===== config.mk =====
export PLATFORM = sky130hd
export DESIGN_NAME = frame_ram_arbiter
export DESIGN_NICKNAME = d
export VERILOG_FILES = /design/src/rtl/frame_ram_arbiter.sv
export SDC_FILE = /design/constraint.sdc
export NUM_CORES = 1
export LEC_CHECK = 0
export CORE_MARGIN = 8
export CORE_UTILIZATION = 42
export CTS_CLUSTER_DIAMETER = 80
export DETAILED_ROUTE_END_ITERATION = 12
export GPL_ROUTABILITY_DRIVEN = 0
export PLACE_DENSITY = 0.95
export SYNTH_ARGS = -nofsm -noshare
export SYNTH_HDL_FRONTEND = slang
export SYNTH_SLANG_ARGS = --single-unit

===== constraint.sdc =====
create_clock -name clk_in -period 3.29 [get_ports clk_in]
set_input_delay 0.987 -clock clk_in [delete_from_list [all_inputs] [get_ports clk_in]]
set_output_delay 0.987 -clock clk_in [all_outputs]
set_load 0.05 [all_outputs]

===== src/rtl/frame_ram_arbiter.sv =====
// Arbiter sharing the single-port frame RAM between the display read path and the frame write path.
// Optional write starvation guard: define FRAME_RAM_ARB_STARVE_GUARD_EN.
module frame_ram_arbiter #(
    parameter int ADDR_W       = 16,
    parameter int DATA_W       = 24,
    parameter int DEPTH        = 2048,
    parameter int READ_LATENCY = 1,
    parameter int MAX_RD_RUN   = 8
) (
    input  logic              clk_in,
    input  logic              n_reset_in,
    input  logic              rd_req_in,
    input  logic [ADDR_W-1:0] rd_addr_in,
    output logic              rd_ack_out,
    output logic              rd_valid_out,
    output logic [DATA_W-1:0] rd_data_out,
    input  logic              wr_req_in,
    input  logic [ADDR_W-1:0] wr_addr_in,
    input  logic [DATA_W-1:0] wr_data_in,
    output logic              wr_ack_out,
    output logic              ram_en_out,
    output logic              ram_we_out,
    output logic [ADDR_W-1:0] ram_addr_out,
    output logic [DATA_W-1:0] ram_din_out,
    input  logic [DATA_W-1:0] ram_dout_in,
    output logic              addr_err_out
);

    localparam int PIPE_D = READ_LATENCY + 1;
    localparam logic [ADDR_W:0] DEPTH_X = DEPTH[ADDR_W:0];

    logic              rd_ack;
    logic              wr_ack;
    logic              force_wr;
    logic              rd_in_range;
    logic              wr_in_range;
    logic [PIPE_D-1:0] vld_pipe;
    logic [PIPE_D-2:0] oor_pipe;

`ifdef FRAME_RAM_ARB_STARVE_GUARD_EN
    localparam int CNT_W = $clog2(MAX_RD_RUN + 1);

    logic [CNT_W-1:0] rd_run;

    // Counts read grants that overtook a waiting write; at the limit the write is forced through.
    assign force_wr = wr_req_in && (rd_run == CNT_W'(MAX_RD_RUN));

    always_ff @(posedge clk_in or negedge n_reset_in) begin
        if (!n_reset_in) begin
            rd_run <= '0;
        end else if (!wr_req_in || wr_ack) begin
            rd_run <= '0;
        end else if (rd_ack) begin
            rd_run <= rd_run + CNT_W'(1);
        end
    end
`else
    assign force_wr = (MAX_RD_RUN < 0);
`endif

    assign rd_in_range = ({1'b0, rd_addr_in} < DEPTH_X);
    assign wr_in_range = ({1'b0, wr_addr_in} < DEPTH_X);

    // Acks are masked during reset so every output reads 0 while reset is held.
    assign rd_ack = n_reset_in && rd_req_in && !force_wr;
    assign wr_ack = n_reset_in && wr_req_in && (!rd_req_in || force_wr);

    assign rd_ack_out   = rd_ack;
    assign wr_ack_out   = wr_ack;
    assign rd_valid_out = vld_pipe[PIPE_D-1];

    always_ff @(posedge clk_in or negedge n_reset_in) begin
        if (!n_reset_in) begin
            ram_en_out   <= 1'b0;
            ram_we_out   <= 1'b0;
            ram_addr_out <= '0;
            ram_din_out  <= '0;
            addr_err_out <= 1'b0;
        end else begin
            ram_en_out <= 1'b0;
            ram_we_out <= 1'b0;
            if (rd_ack) begin
                if (rd_in_range) begin
                    ram_en_out   <= 1'b1;
                    ram_addr_out <= rd_addr_in;
                end else begin
                    addr_err_out <= 1'b1;
                end
            end else if (wr_ack) begin
                if (wr_in_range) begin
                    ram_en_out   <= 1'b1;
                    ram_we_out   <= 1'b1;
                    ram_addr_out <= wr_addr_in;
                    ram_din_out  <= wr_data_in;
                end else begin
                    addr_err_out <= 1'b1;
                end
            end
        end
    end

    // Out-of-range reads travel alongside the valid bit so they return zero at the normal latency.
    always_ff @(posedge clk_in or negedge n_reset_in) begin
        if (!n_reset_in) begin
            vld_pipe    <= '0;
            oor_pipe    <= '0;
            rd_data_out <= '0;
        end else begin
            vld_pipe[0] <= rd_ack;
            for (int i = 1; i < PIPE_D; i++) begin
                vld_pipe[i] <= vld_pipe[i-1];
            end
            oor_pipe[0] <= rd_ack && !rd_in_range;
            for (int i = 1; i < PIPE_D - 1; i++) begin
                oor_pipe[i] <= oor_pipe[i-1];
            end
            if (vld_pipe[PIPE_D-2]) begin
                rd_data_out <= oor_pipe[PIPE_D-2] ? '0 : ram_dout_in;
            end
        end
    end

endmodule

==> summary.md <==
| Metric | Value |
|---|---|
| Unrepaired setup endpoints after global routing | `no` |
| Detail Placement HPWL | `6300 um` |
| Worst Hold Depth | `1` |
| Clock transition at path regs | `0.07 ns` |
| Critical path peak fanout | `3` |
| Initial Utilization | `0.428` |
| Most frequent cells in the layout | `clkdlybuf4s50_1 (150), dfrtp_1 (70), mux2_2 (37), inv_1 (26), nand3b_1 (25)` |
| Die Span X | `between 90 and 100 um` |
| Sw Ratio | `0.337` |
| Final ANT Viol Nets | `0` |
| Min-delay src | `addr_err_out` |
| CTS H-tree depth | `3` |
| Syn avg cell area | `13.2 um2` |
| Initial DRC Count | `50` |
| Worst Tran Pin Value | `between 1 and 1.5 ns` |
| R2r setup slk | `approximately 1.7 ns` |
| Fmax | `about 0.34 GHz` |
| Internal | `~1.6 mW` |
| Worst EP arrival | `~2.0 ns` |
| WHS Endpoint | `addr_err_out` |
| Vias in the first global route | `roughly 2,500` |
| Worst slew margin | `0.161` |
| Minimum clock period | `about 2.9 ns` |
| Hold_buf cts | `0` |
| Final setup fails | `0` |
| WP data required | `about 2.3 ns` |
| FF-to-FF Start | `vld_pipe[0]` |
| Site Rows | `30` |
| Ant. Diodes | `0` |
| Die area | `approximately 9800 um2` |
| Setup WS post-layout | `between 0.3 and 0.4 ns` |
| Cts bufs inserted | `9` |
| Via count | `between 2,000 and 2,500` |
| # clock sinks | `70` |
| Startpoint Class | `input pin` |
| Crit path capture type | `output port` |
| Leakage | `~2.1 nW` |
| Gate Count Post-Synth | `between 200 and 250` |
| Pre-Repair DR Iteration Count | `4` |
| Cts repair resizes | `0` |
| Commonest non-fill, non-tap cell in the layout | `clkdlybuf4s50_1` |
| Tot Pwr | `around 2.4 mW` |
| Post-Route WL | `8050 um` |
| Global-route wire length before repair | `~13,000 um` |
| DP Worst Slack | `~0.28 ns` |
| Max_cap viols | `0` |
| Ports | `154` |
| Port Buffers | `approximately 150` |
| Seq cells post-synth | `70` |
| Status | `finished, final reports clean` |
| Clock share of power | `0.270` |
| Share of cells above drive strength 1 | `0.189` |
| Postcts setup bufs | `0` |
| Comb pwr share | `0.315` |
| CORE AREA | `roughly 6700 um2` |
| Post-synthesis sequential area ratio | `0.609` |
| Hold_ws | `between 0.4 and 0.5 ns` |
| Slew Viols, Final | `0` |
| Sequential power share | `0.415` |
| Sw power | `between 0.8 and 0.9 mW` |
| Routed vias/inst | `between 4 and 5` |
| Setup CP Type | `in2out` |
| Die Y | `98.8 um` |
| CTS root buffer | `clkbuf_8` |
| Worst Reg-to-Reg Cells | `1` |
| Largest net degree at the start of global routing | `just over 70` |
| VDD IR max | `between 0.0003 and 0.0004 V` |
| Hold Path Class | `reg2reg` |
| DRC | `0` |
| Ratio of final minimum period to clock period | `0.892` |
| Clk_lat worst skew | `~0.32 ns` |
| Final #Nets | `approximately 460` |
| Clock Path Buffers | `2` |
| Synth-to-layout area growth | `62.6%` |
| Grt ovf | `0` |
| CTS tree | `yes` |
| Antenna violations before repair | `0` |
| GRT Util Overall | `0.170` |
| Reg2reg end | `rd_data_out[17]` |
| Setup TNS Final | `0 ns` |
| Synth Warn # | `0` |
| WL/cell | `about 17 um` |
| Layout filler cell count | `502` |
| Power Dens Cells | `521 nW/um2` |
| Synth cell types | `19` |
| Syn nets | `between 300 and 400` |
| Cell Area, Synth | `about 2900 um2` |
| Final Hold Fails | `0` |
| Setup Skew | `approximately 0.0045 ns` |
[final cells by class]
type	instances	area (um2)	share of cell area
inverters	27	101	0.0217
well taps	80	100	0.0214
multi-input cells	110	960	0.205
clock inverters	6	62.6	0.0134
clock buffers	10	128	0.0273
flip-flops and latches	70	1750	0.374
repair buffers	157	1580	0.337
[worst max path at each step]
stage | startpoint | endpoint | slack [ns]
final | rd_req_in | wr_ack_out | 0.35
after detailed placement | rd_addr_in[12] | ram_addr_out[1] | 0.28
after floorplan | wr_addr_in[15] | ram_addr_out[10] | 0.74
after global placement | wr_addr_in[15] | ram_addr_out[0] | 0.33
after global routing | rd_req_in | wr_ack_out | 0.28
after CTS | rd_req_in | wr_ack_out | 0.34
[synthesized netlist by cell type]
cell	instances	area, um2
buf_1	1	3.75
or3_1	1	6.26
clkbuf_1	7	26.3
buf_12	1	20.0
or4_4	1	11.3
o21ai_0	24	120
dfrtp_1	70	1750
nand3b_1	25	188
nor2_1	4	15.0
nor3_4	1	16.3
buf_4	2	15.0
inv_2	1	3.75
a21oi_2	1	8.76
mux2_4	9	135
or4_1	1	7.51
and2_1	5	31.3
nand2_1	1	3.75
mux2_2	37	417
inv_1	26	97.6
[state kept, by name (all words and copies together), names as in the netlist]
signal	cells
oor_pipe	1
vld_pipe	2
ram_en_out	1
ram_din_out	24
ram_addr_out	16
ram_we_out	1
rd_data_out	24
addr_err_out	1
[per-layer routing]
metal  share of wire  vias to the layer above  GRT usage
li1                -                     1043          -
met1            0.39                     1077      0.184
met2            0.52                       91      0.292
met3           0.084                        6     0.0705
met4          0.0081                        0     0.0543
met5               0                        -          0
[logic make-up (layout without fill, tap and decap cells)]
group,count (synthesis),count (layout),synth area share
flops,70,70,0.609
mux,46,46,0.192
simple gates,39,39,0.0970
buf+inv,38,200,0.0578
compound gates,25,25,0.0448
[worst max-delay path: stages]
cell	delay [ns]
clkdlybuf4s50_1	0.41
nand3b_1	0.26
inv_1	0.15
buf_12	0.14
[per-stage QoR]
| step | cells | utilization | cell area (um2) |
|---|---|---|---|
| floorplan | 218 | - | 2880 |
| CTS | 460 | 0.696 | 4680 |
| finish | 460 | 0.696 | 4680 |
| global route | 460 | 0.696 | 4680 |
| detailed placement | 444 | 0.668 | 4490 |
| global placement | 444 | 0.668 | 4490 |
[power groups by stage]
stage | Sequential [mW] | Clock [mW] | Combinational, mW
2_1_floorplan | 1.34 | 0 | 0.122
3_3_place_gp | 1.02 | 0 | 0.765
3_5_place_dp | 1.03 | 0 | 0.777
4_1_cts | 1.01 | 0.678 | 0.779
5_1_grt | 1.03 | 0.717 | 0.805
6_report | 1.01 | 0.657 | 0.769
Note: power is estimated with default switching activity, not from simulation.
